`config.mk`:
```
export PLATFORM = sky130hd
export DESIGN_NAME = rv_decode_execute
export DESIGN_NICKNAME = d
export VERILOG_FILES = /design/src/rtl/rv_pkg.sv /design/src/rtl/rv_alu.sv /design/src/rtl/rv_decode_execute.sv
export SDC_FILE = /design/constraint.sdc
export NUM_CORES = 1
export LEC_CHECK = 0
export ABC_AREA = 0
export CORE_ASPECT_RATIO = 0.5
export CORE_UTILIZATION = 40
export CTS_CLUSTER_SIZE = 24
export DETAILED_ROUTE_END_ITERATION = 6
export PLACE_DENSITY = 0.58
export SKIP_CTS_REPAIR_TIMING = 1
export SYNTH_ARGS = -nofsm -noshare
export SYNTH_HDL_FRONTEND = slang
export SYNTH_SLANG_ARGS = --single-unit
```
`constraint.sdc`:
```
create_clock -name clk -period 18.3 [get_ports clk]
set_input_delay 3.66 -clock clk [delete_from_list [all_inputs] [get_ports clk]]
set_output_delay 3.66 -clock clk [all_outputs]
set_load 0.05 [all_outputs]
```
`src/rtl/rv_pkg.sv`:
```
// Shared RV32I decode constants: opcodes, operand-select enum, funct3 codes, control bundle.
package rv_pkg;
   localparam int XLEN = 32;

   localparam logic [6:0] OP_R      = 7'b0110011;
   localparam logic [6:0] OP_IMM    = 7'b0010011;
   localparam logic [6:0] OP_LOAD   = 7'b0000011;
   localparam logic [6:0] OP_STORE  = 7'b0100011;
   localparam logic [6:0] OP_BRANCH = 7'b1100011;
   localparam logic [6:0] OP_JAL    = 7'b1101111;
   localparam logic [6:0] OP_JALR   = 7'b1100111;

   typedef enum logic [1:0] {
      SEL_RS2    = 2'd0,
      SEL_I_SEXT = 2'd1,
      SEL_I_ZEXT = 2'd2,
      SEL_S_SEXT = 2'd3
   } imm_sel_e;

   localparam logic [2:0] F3_ADD  = 3'b000;
   localparam logic [2:0] F3_SLL  = 3'b001;
   localparam logic [2:0] F3_SLT  = 3'b010;
   localparam logic [2:0] F3_SLTU = 3'b011;
   localparam logic [2:0] F3_XOR  = 3'b100;
   localparam logic [2:0] F3_SR   = 3'b101;
   localparam logic [2:0] F3_OR   = 3'b110;
   localparam logic [2:0] F3_AND  = 3'b111;

   localparam logic [2:0] F3_BEQ  = 3'b000;
   localparam logic [2:0] F3_BNE  = 3'b001;
   localparam logic [2:0] F3_BLT  = 3'b100;
   localparam logic [2:0] F3_BGE  = 3'b101;
   localparam logic [2:0] F3_BLTU = 3'b110;
   localparam logic [2:0] F3_BGEU = 3'b111;

   typedef struct packed {
      logic reg_write;
      logic mem_read;
      logic mem_write;
      logic mem_to_reg;
      logic branch;
      logic jump;
   } ctrl_t;
endpackage

```
`src/rtl/rv_alu.sv`:
```
// Combinational RV32I ALU; branches produce 0 when the condition holds so zero means taken.
module rv_alu
   import rv_pkg::*;
(
   input  logic [XLEN-1:0] op1,
   input  logic [XLEN-1:0] op2,
   input  logic [6:0]      opcode,
   input  logic [2:0]      funct3,
   input  logic [6:0]      funct7,
   output logic [XLEN-1:0] result,
   output logic            zero
);
   logic br_cond;
   logic unused_f7;

   assign unused_f7 = ^{funct7[6], funct7[4:0]};

   always_comb begin
      br_cond = 1'b0;
      case (funct3)
         F3_BEQ:  br_cond = (op1 == op2);
         F3_BNE:  br_cond = (op1 != op2);
         F3_BLT:  br_cond = ($signed(op1) < $signed(op2));
         F3_BGE:  br_cond = ($signed(op1) >= $signed(op2));
         F3_BLTU: br_cond = (op1 < op2);
         F3_BGEU: br_cond = (op1 >= op2);
         default: br_cond = 1'b0;
      endcase
   end

   always_comb begin
      result = '0;
      case (opcode)
         OP_R, OP_IMM: begin
            case (funct3)
               // ADDI never subtracts: its funct7 bits are immediate bits
               F3_ADD:  result = (opcode == OP_R && funct7[5]) ? op1 - op2 : op1 + op2;
               F3_SLL:  result = op1 << op2[4:0];
               F3_SLT:  result = {31'b0, $signed(op1) < $signed(op2)};
               F3_SLTU: result = {31'b0, op1 < op2};
               F3_XOR:  result = op1 ^ op2;
               F3_SR: begin
                  if (funct7[5]) result = $signed(op1) >>> op2[4:0];
                  else           result = op1 >> op2[4:0];
               end
               F3_OR:   result = op1 | op2;
               F3_AND:  result = op1 & op2;
               default: result = '0;
            endcase
         end
         OP_LOAD, OP_STORE: result = op1 + op2;
         OP_BRANCH:         result = {31'b0, ~br_cond};
         default:           result = '0;
      endcase
   end

   assign zero = (result == '0);
endmodule

```
`src/rtl/rv_decode_execute.sv`:
```
// RV32I decode + control + ALU with a single register stage into the execute/memory boundary.
module rv_decode_execute
   import rv_pkg::*;
#(
   parameter int DATA_WIDTH     = 32,
   parameter int REG_ADDR_WIDTH = 5,
   parameter int B_IMM_WIDTH    = 13
) (
   input  logic                      clk,
   input  logic                      rst,
   input  logic [31:0]               instr,
   input  logic [DATA_WIDTH-1:0]     rs1_data,
   input  logic [DATA_WIDTH-1:0]     rs2_data,
   input  logic                      bubble,
   output logic [REG_ADDR_WIDTH-1:0] rs1_addr,
   output logic [REG_ADDR_WIDTH-1:0] rs2_addr,
   output logic [DATA_WIDTH-1:0]     ex_result,
   output logic                      ex_zero,
   output logic [REG_ADDR_WIDTH-1:0] ex_rd,
   output logic [DATA_WIDTH-1:0]     ex_store_data,
   output logic [B_IMM_WIDTH-1:0]    ex_b_imm,
   output logic                      ex_reg_write,
   output logic                      ex_mem_read,
   output logic                      ex_mem_write,
   output logic                      ex_mem_to_reg,
   output logic                      ex_branch,
   output logic                      ex_jump
);
   logic [6:0]                opcode;
   logic [REG_ADDR_WIDTH-1:0] rd;
   logic [2:0]                funct3;
   logic [6:0]                funct7;
   logic [11:0]               i_imm;
   logic [11:0]               s_imm;
   logic [B_IMM_WIDTH-1:0]    b_imm;
   imm_sel_e                  imm_sel;
   ctrl_t                     ctrl, ex_ctrl;
   logic [DATA_WIDTH-1:0]     op2, alu_result;
   logic                      alu_zero;

   assign opcode   = instr[6:0];
   assign rd       = instr[11:7];
   assign funct3   = instr[14:12];
   assign rs1_addr = instr[19:15];
   assign rs2_addr = instr[24:20];
   assign funct7   = instr[31:25];
   assign i_imm    = instr[31:20];
   assign s_imm    = {instr[31:25], instr[11:7]};
   assign b_imm    = {instr[31], instr[7], instr[30:25], instr[11:8], 1'b0};

   always_comb begin
      ctrl    = '0;
      imm_sel = SEL_RS2;
      case (opcode)
         OP_R:   ctrl.reg_write = 1'b1;
         OP_IMM: begin
            ctrl.reg_write = 1'b1;
            imm_sel = (funct3 == F3_SLL || funct3 == F3_SR) ? SEL_I_ZEXT : SEL_I_SEXT;
         end
         OP_LOAD: begin
            ctrl.reg_write  = 1'b1;
            ctrl.mem_read   = 1'b1;
            ctrl.mem_to_reg = 1'b1;
            imm_sel         = SEL_I_SEXT;
         end
         OP_STORE: begin
            ctrl.mem_write = 1'b1;
            imm_sel        = SEL_S_SEXT;
         end
         OP_BRANCH:       ctrl.branch = 1'b1;
         OP_JAL, OP_JALR: ctrl.jump   = 1'b1;
         default: ;
      endcase
   end

   always_comb begin
      op2 = '0;
      case (imm_sel)
         SEL_RS2:    op2 = rs2_data;
         SEL_I_SEXT: op2 = {{20{i_imm[11]}}, i_imm};
         SEL_I_ZEXT: op2 = {20'b0, i_imm};
         SEL_S_SEXT: op2 = {{20{s_imm[11]}}, s_imm};
         default:    op2 = '0;
      endcase
   end

   rv_alu u_alu (
      .op1    (rs1_data),
      .op2    (op2),
      .opcode (opcode),
      .funct3 (funct3),
      .funct7 (funct7),
      .result (alu_result),
      .zero   (alu_zero)
   );

   // Bubble only kills controls; data still flows so the slot stays well-defined
   always_ff @(posedge clk) begin
      if (rst) begin
         ex_result     <= '0;
         ex_zero       <= 1'b0;
         ex_rd         <= '0;
         ex_store_data <= '0;
         ex_b_imm      <= '0;
         ex_ctrl       <= '0;
      end else begin
         ex_result     <= alu_result;
         ex_zero       <= alu_zero;
         ex_rd         <= rd;
         ex_store_data <= rs2_data;
         ex_b_imm      <= b_imm;
         ex_ctrl       <= bubble ? '0 : ctrl;
      end
   end

   assign ex_reg_write  = ex_ctrl.reg_write;
   assign ex_mem_read   = ex_ctrl.mem_read;
   assign ex_mem_write  = ex_ctrl.mem_write;
   assign ex_mem_to_reg = ex_ctrl.mem_to_reg;
   assign ex_branch     = ex_ctrl.branch;
   assign ex_jump       = ex_ctrl.jump;
endmodule

```
=== Word level (Yosys, flattened, before mapping) ===
Cells that the tools add are included.
W data, S select, Z words.

* Add/subtract/negate cells: 2
* $lt $le $gt $ge: 4
* Equal/unequal tests: 19
* Shift operators: 3
* Mux-type cells: 13
* Bitwise logic cells: 4
* Reduce and logical (&&, ||, !) cells: 10

{| class="wikitable"
|+ Operators with widths
! operator !! count
|-
| $pmux W32 S8 || 1
|-
| $pmux W32 S4 || 1
|-
| $pmux W32 S3 || 1
|-
| $ge A32 B32 Y1 || 2
|-
| $lt A32 B32 Y1 || 2
|-
| $mux W32 || 2
|-
| $add A32 B32 Y32 || 1
|-
| $and A32 B32 Y32 || 1
|-
| $eq A32 B32 Y1 || 1
|-
| $logic_not A32 Y1 || 1
|-
| $ne A32 B32 Y1 || 1
|-
| $or A32 B32 Y32 || 1
|-
| $shl A32 B5 Y32 || 1
|-
| $shr A32 B5 Y32 || 1
|-
| $sshr A32 B5 Y32 || 1
|-
| $sub A32 B32 Y32 || 1
|-
| $xor A32 B32 Y32 || 1
|-
| $eq A7 B7 Y1 const B || 3
|-
| $eq A7 B6 Y1 const B || 2
|-
| $eq A3 B3 Y1 const B || 4
|-
| $reduce_or A2 Y1 || 4
|-
| $eq A7 B2 Y1 const B || 1
|-
| $eq A7 B5 Y1 const B || 1
|-
| $eq A3 B2 Y1 const B || 2
|-
| 13 further kinds || 18
|}

* Bits in registers: 88
* Bits of input ports: 99
* Output and inout bits: 99
* Logic and storage cells: 66

=== Depth between registers and ports, before layout ===
Gate-level depths: netlist of the first run.

* Word-level depth: 11
* Mapped depth: 26
* Mapped depth without buffers: 21

=== By module ===
Synthesis of the first run repeated with hierarchy kept, for this count alone.

* Cell total of the unflattened synthesis: 1,775
* Area total of the unflattened synthesis: 13,484.2 um^2

{| class="wikitable"
|+ Modules (own cells, without submodules)
! module !! times used !! cells each !! area an instance (um^2) !! sequential area each (um^2)
|-
| rv_alu || 1 || 1,516 || 10,541.4 || 0.0
|-
| rv_decode_execute || 1 || 259 || 2,942.8 || 1,641.6
|}

=== Worst setup path before layout of the first run ===
OpenSTA, ideal clock, no wires.

* Kind: input-to-reg
* Start point: input port instr[6]
* End point: register ex_zero
* Setup time: 0.078 ns
* Data arrival time: 8.992 ns
* Data required time: 18.222 ns
* Path slack: 9.230 ns
* Cell stages on the path: 26
* Path buffers: 7
* Path through: or3_4 > buf_2 > clkbuf_1 > buf_1 > or3_1 > clkbuf_1 > clkbuf_1 > a21oi_1 > clkbuf_1 > a21o_1 > inv_1 > ha_1 > clkbuf_1 > a21o_1 > a21o_1 > a2111oi_0 > o211ai_1 > o21ai_0 > o21ai_0 > or2_2 > a21o_1 > a22o_1 > nor3_1 > a21oi_1 > nand4b_1 > nor3_1

* Longest elaborated chain between the ends: 9
* Elaborated cells between the ends (all ways): 35
* Classes of those cells: add/sub: 2; order compare: 4; eq/ne: 10; shift: 3; mux: 7; bitwise: 4; reduce/logical: 5

{| class="wikitable"
|+ Ends and longest elaborated chain
! element !! line !! source
|-
| start, declared || rv_decode_execute.sv:11 || <nowiki>input logic [31:0] instr,</nowiki>
|-
| $eq A7 B6 Y1 (tied with other cells) || rv_alu.sv:33, rv_decode_execute.sv:54 ||
|-
| $pmux W2 S3 || rv_decode_execute.sv:54 || <nowiki>case (opcode)</nowiki>
|-
| $eq A2 B2 Y1 (tied with other cells) || rv_decode_execute.sv:78 || <nowiki>case (imm_sel)</nowiki>
|-
| $pmux W32 S4 || rv_decode_execute.sv:78 ||
|-
| $add A32 B32 Y32 (tied with other cells) || rv_alu.sv:37, rv_alu.sv:51 ||
|-
| $mux W32 (tied with other cells) || rv_alu.sv:37 || <nowiki>F3_ADD: result = (opcode == OP_R && funct7[5]) ? op1 - op2 : op1 + op2;</nowiki>
|-
| $pmux W32 S8 or $not A1 Y1 (tied branches) || rv_alu.sv:35, rv_alu.sv:52 ||
|-
| $pmux W32 S3 (*) || rv_alu.sv:33 || <nowiki>case (opcode)</nowiki>
|-
| $logic_not A32 Y1 (*) || rv_alu.sv:57 || <nowiki>assign zero = (result == '0);</nowiki>
|-
| end signal, assigned || rv_decode_execute.sv:108 || <nowiki>ex_zero <= alu_zero;</nowiki>
|-
| end, declared || rv_decode_execute.sv:18 || <nowiki>output logic ex_zero,</nowiki>
|}

Every way passes the cells marked *; elsewhere a longest branch is shown, timed or not.
A chain may end at the register's enable or synchronous reset.

=== Worst setup path after layout of the first run ===
Same ends and word-level chain as after synthesis.

==> key figures, run 1 <==
Route
  • Initial drt markers: 3103
  • Final WL: 79.9 mm
  • Vias per inst: 6.96
  • Post-route ant nets: 0
  • First drt pass iteration count: 7
  • Residual DRC: 0
  • Avg WL per Cell: 31.6 um
  • Vias: 17600

Yosys
  • Share of the synthesized area in the top cell type: 12.2%
  • Post-synth top cells: 209 x a21oi_1, 183 x nor2_1, 173 x nand2_1
  • Syn Inst Count: 2010
  • Synth top area cells: dfxtp_1 12%, ha_1 8.5%, a21oi_1 7.8%
  • EDFF count, synth: 0
  • Mapped Nets: 2202
  • Syn. warnings: 0
  • Async SR Flop Fraction: 0%
  • Synth Register Bits: 82
  • Avg Synthesized Cell Area: 6.71 sq um
  • Sequential share of the synthesized area: 12.2%
  • Most frequent cell after synthesis: a21oi_1
  • Mapped Area: 0.0135 sq mm
  • Netlist cell types: 99
  • Area leader, netlist: dfxtp_1
  • Post-synth top flop: dfxtp_1

Global routing
  • Total GRT Usage: 45.0%
  • Vias in the first global route: 15500
  • Remaining global-route overflow: 0
  • Largest net degree at the start of global routing: 67
  • First-pass GRT wire length: 112 mm
  • Initial antenna violation count: 3

Layout
  • Post-layout nets: 2272
  • # fillers: 3499
  • Multi-input logic area: 0.0107 sq mm
  • Final Util: 47.9%
  • Reg area: 0.00164 sq mm
  • Top flop regs: ex_result: 32 flops, ex_store_data: 32 flops, ex_b_imm: 8 flops
  • Syn-to-layout area delta: 17.4%
  • Layout cell share with drive strength beyond 1: 5.56%

Worst setup path
  • Worst Setup Path Type: in2reg
  • CP Capture Type: flip-flop
  • Critical path startpoint category: primary input
  • Arr. time, crit path: 10.82 ns
  • CP max stage delay: 0.72 ns
  • Critical-path cell list: clkdlybuf4s50_1 > or3_4 > nor4_1 > a211o_2 > buf_4 > inv_2 > buf_4 > fa_1 > nor2b_1 > o31a_1 > o22ai_1 > o21ai_0 > o21ai_0 > a2111oi_1 > nor2_1 > or3_1 > nor4_1 > nand2_1 > nor3_1
  • Crit-path max FO: 56
  • Slowest-stage cell, CP: a2111oi_1
  • CP Data Required Time: 18.62 ns

Clock tree
  • # H-tree levels: 3
  • Clock Tree Root: clkbuf_16
  • CTS sink cnt: 82
  • Clock Path Buffers: 2
  • Reg clk slew, reported paths: 0.07 ns
  • CTS tree: built
  • Cts bufs inserted: 9

Floorplanning
  • Die X: 262 um
  • Die area: 0.0345 sq mm
  • Standard-cell rows: 47
  • Die extent in y: 132 um
  • CORE AREA: 0.0331 sq mm
  • Initial Utilization: 40.8%
  • I/O pin count: 198

Pwr
  • Sw Share: 50.1%
  • Pwr per Cell Area: 56.7 mW/mm^2
  • Switch Pwr: 0.450 mW
  • Pwr Total: 0.899 mW
  • Pint: 0.449 mW
  • Max IR drop VDD: 0.0496 mV
  • Sequential power share: 20.8%
  • Clock share of power: 22.5%
  • Leak: 6.21 nW
  • Comb pwr share: 56.7%

STA
  • Relative slew margins: 11.9%
  • Tcrit/Tclk final: 57.4%
  • Slew @ Worst Pin: 1.31 ns
  • FMAX: 95.2 MHz
  • Final Hold Viols: 0
  • Final Critical Period: 10.50 ns
  • Final setup vio count: 0
  • TNS Setup: 0 ns
  • Unrepaired setup endpoints after global routing: false
  • Slew Limit Fails: 0

Status
  • Status: completed

Hold path
  • Hold Path Class: in2reg

Place
  • Dpl hpwl: 62.3 mm
  • Port-buffer cells: 186
  • RePlAce Congestion: 1.10

Run
  • MaxCap Viol Count: 0
## layer usage
| metal | wire length, um | share of wire, % | vias to the layer above | GRT usage [%] |
|---|---|---|---|---|
| met5 | 290 | 0.36 | - | 0 |
| met2 | 29000 | 36 | 1432 | 56.5 |
| met4 | 2490 | 3.1 | 8 | 13.0 |
| met3 | 14000 | 18 | 209 | 23.5 |
| li1 | - | - | 7614 | - |
| met1 | 34100 | 43 | 8340 | 64.4 |
## layout make-up
type / count / area share [%]
antenna: 2 / 0.0316
clock inverter: 7 / 0.521
tap: 441 / 3.48
sequential: 82 / 10.4
inverter: 105 / 2.50
timing repair buffer: 238 / 14.1
multi-input combinational: 1644 / 67.6
clock buffer: 9 / 1.42
## logic make-up after synthesis
group                      Yosys count  share of synthesized area, %
xor gates and xnor gates            30                          1.95
other                                1                        0.0278
muxes                               84                          6.43
AOI/OAI and AO/OA                  791                          39.4
and+or+nand+nor                    645                          22.7
buffers and inverters              284                          8.73
adders and majority gates           93                          8.68
DFF                                 82                          12.2
## stage by stage
stage	setup WS [ns]	hold WS [ns]	instances	instance area (sq um)
floorplan	9.23	3.79	2010	13500
global placement	7.76	4.02	2510	15500
detailed placement	7.63	4.02	2510	15500
CTS	8.02	3.62	2526	15800
global route	7.22	3.63	2526	15800
finish	7.80	3.62	2528	15800
## final timing paths
path / from / end / slack, ns / cells past startpoint
max: instr[6] / ex_zero / 7.80 / 19
min: rst / ex_result[9] / 3.62 / 2
## layout by cell type, fill, tap and decap left out, types with 19 or more instances in the layout
master and instances:
a211oi_1 86, a21o_1 39, a21oi_1 208, a221oi_1 21, a22oi_1 26, a31oi_1 21
buf_4 52, clkdlybuf4s50_1 183, dfxtp_1 82, ha_1 92, inv_1 99, mux2i_1 74
nand2_1 172, nand3_1 45, nor2_1 183, nor2b_1 55, nor3_1 70, nor4_1 23
o211ai_1 24, o21ai_0 148, o22ai_1 22, o31ai_1 19, xnor2_1 25
## power by group through the flow
stage                     logic (mW)  registers, mW  clock network, mW
after floorplan                0.280          0.215                  0
after global placement         0.483          0.191                  0
after detailed placement       0.478          0.191                  0
after CTS                      0.481          0.187              0.205
after global routing           0.527          0.188              0.211
final                          0.509          0.187              0.202
## critical path: cells and delay by family
family | cells | cell delay, ns
fa+ha+maj | 1 | 0.54
simple gates | 8 | 2.67
buf+inv | 4 | 1.47
compound gates | 6 | 2.36
(Power assumes the default switching activity.)
==> run 2: changes to the inputs <==
Clock period 18.3 ns to 10.92 ns, I/O delays scaled along.
==> run 2 against run 1 <==
Global-route usage shrank 0.63 points; highest routed layer unchanged; die area is the same; via count shrank 0.80%.
==> key figures, run 2 (synthesis results as in run 1) <==
Pwr
  • Sw Share: 49.1%
  • Comb pwr share: 55.8%
  • Clock share of power: 23.7%
  • Pint: 0.776 mW
  • Pwr per Cell Area: 96.1 mW/mm^2
  • Max IR drop VDD: 0.0610 mV
  • Switch Pwr: 0.749 mW
  • Leak: 6.21 nW
  • Sequential power share: 20.5%

Worst setup path
  • Worst Setup Path Type: in2reg
  • CP Capture Type: flip-flop
  • CP max stage delay: 0.93 ns
  • Arr. time, crit path: 9.39 ns
  • CP Data Required Time: 11.23 ns
  • Slowest-stage cell, CP: a2111oi_0
  • Crit-path max FO: 20
  • Critical-path cell list: clkdlybuf4s50_1 > and2_1 > nand2_1 > nor2_1 > nand2_1 > a21oi_2 > a21o_1 > inv_1 > ha_1 > inv_1 > a21oi_1 > o21ai_0 > a21oi_1 > nor3_1 > a2111oi_0 > and2_1 > o211a_1 > o211ai_1 > nor4_1 > and4_1 > nand2_1 > nor3_1
  • Critical path startpoint category: primary input
  • CP most frequent cell: nand2_1
  • CP startpoint: instr[0]

Place
  • RePlAce Congestion: 1.16
  • Dpl hpwl: 61.3 mm
  • DP Cell Count: 2509
  • Port-buffer cells: 186
  • Post-DP Area: 0.0155 sq mm

STA
  • Slew Limit Fails: 0
  • Relative slew margins: 14.8%
  • TNS Setup: 0 ns
  • Final hold slack: 2.14 ns
  • Final Hold Viols: 0
  • Final setup vio count: 0
  • FMAX: 110 MHz
  • Tcrit/Tclk final: 83.2%
  • Slew @ Worst Pin: 1.27 ns
  • Final Critical Period: 9.08 ns
  • Unrepaired setup endpoints after global routing: false

Clock tree
  • # H-tree levels: 3
  • Clock Path Buffers: 2
  • Clock Tree Root: clkbuf_16
  • Cts bufs inserted: 9
  • Reg clk slew, reported paths: 0.08 ns
  • CTS tree: built
  • CTS sink cnt: 82

Layout
  • Post-layout instance area: 0.0159 sq mm
  • # fillers: 3512
  • Commonest non-fill, non-tap cell in the layout: a21oi_1
  • Layout cell share with drive strength beyond 1: 5.52%
  • Top flop regs: ex_result: 32 flops, ex_store_data: 32 flops, ex_b_imm: 8 flops
  • Syn-to-layout area delta: 17.6%
  • Commonest cells after routing, fill and taps aside: 208 x a21oi_1, 183 x nor2_1, 183 x clkdlybuf4s50_1
  • Post-Layout Cell Count: 2529
  • Post-layout nets: 2271

Route
  • First drt pass iteration count: 7
  • Final WL: 78.5 mm
  • Vias per inst: 6.90
  • Avg WL per Cell: 31.0 um
  • Vias: 17500
  • Post-route ant nets: 0
  • Initial drt markers: 2904
  • Residual DRC: 0

Floorplanning
  • Die extent in y: 132 um
  • Die area: 0.0345 sq mm
  • Die X: 262 um
  • Initial Utilization: 40.8%
  • Standard-cell rows: 47
  • CORE AREA: 0.0331 sq mm
  • I/O pin count: 198

Hold path
  • Hold Path Depth: 2
  • Hold Path Class: in2reg
  • Hold EP: ex_result[5]
  • HP Start: rst

Global routing
  • Remaining global-route overflow: 0
  • First-pass GRT wire length: 112 mm
  • Largest net degree at the start of global routing: 72
  • Initial antenna violation count: 4
  • Total GRT Usage: 44.4%
  • Vias in the first global route: 15700

Run
  • MaxCap Viol Count: 0

Status
  • Status: completed
run 2: area by class of cell:
| type | instances | area (sq um) | share of cell area [%] |
|---|---|---|---|
| clock buffer | 9 | 225 | 1.42 |
| sequential | 82 | 1640 | 10.3 |
| clock inverter | 7 | 109 | 0.686 |
| inverter | 105 | 397 | 2.50 |
| antenna | 4 | 10.0 | 0.0631 |
| tap | 441 | 552 | 3.48 |
| multi-input combinational | 1644 | 10700 | 67.5 |
| timing repair buffer | 237 | 2230 | 14.0 |
run 2: per-layer routing:
layer	up-vias	part of all wire, %	global-route usage, %
li1	7606	-	-
met1	8301	43	63.2
met2	1353	37	57.4
met3	194	17	22.1
met4	8	3.2	11.9
met5	-	0.29	0
run 2: metrics by stage:
stage / setup WS, ns / utilization [%] / power [mW]
2_1_floorplan: 3.33 / - / 0.829
3_3_place_gp: 1.89 / 46.9 / 1.13
3_5_place_dp: 1.74 / 46.9 / 1.12
4_1_cts: 2.09 / 47.9 / 1.48
5_1_grt: 1.16 / 47.9 / 1.57
6_report: 1.84 / 47.9 / 1.52
run 2: worst max-delay path: cells and delay by family:
family | cells | cell delay, ns
AOI/OAI and AO/OA | 8 | 2.78
adders and majority gates | 1 | 0.74
buffers and inverters | 3 | 0.82
and+or+nand+nor | 10 | 2.84
run 2: worst max path at each step:
stage | cells after the start | slack (ns) | end
CTS | 22 | 2.09 | ex_zero
floorplan | 26 | 3.33 | ex_zero
global placement | 22 | 1.89 | ex_zero
global route | 22 | 1.16 | ex_zero
finish | 22 | 1.84 | ex_zero
detailed placement | 22 | 1.74 | ex_zero
run 2: power groups by stage:
| stage | combinational (mW) | clock (mW) | sequential, mW |
|---|---|---|---|
| 3_3_place_gp | 0.808 | 0 | 0.320 |
| 5_1_grt | 0.880 | 0.379 | 0.314 |
| 2_1_floorplan | 0.469 | 0 | 0.360 |
| 6_report | 0.850 | 0.361 | 0.313 |
| 3_5_place_dp | 0.799 | 0 | 0.320 |
| 4_1_cts | 0.804 | 0.365 | 0.314 |
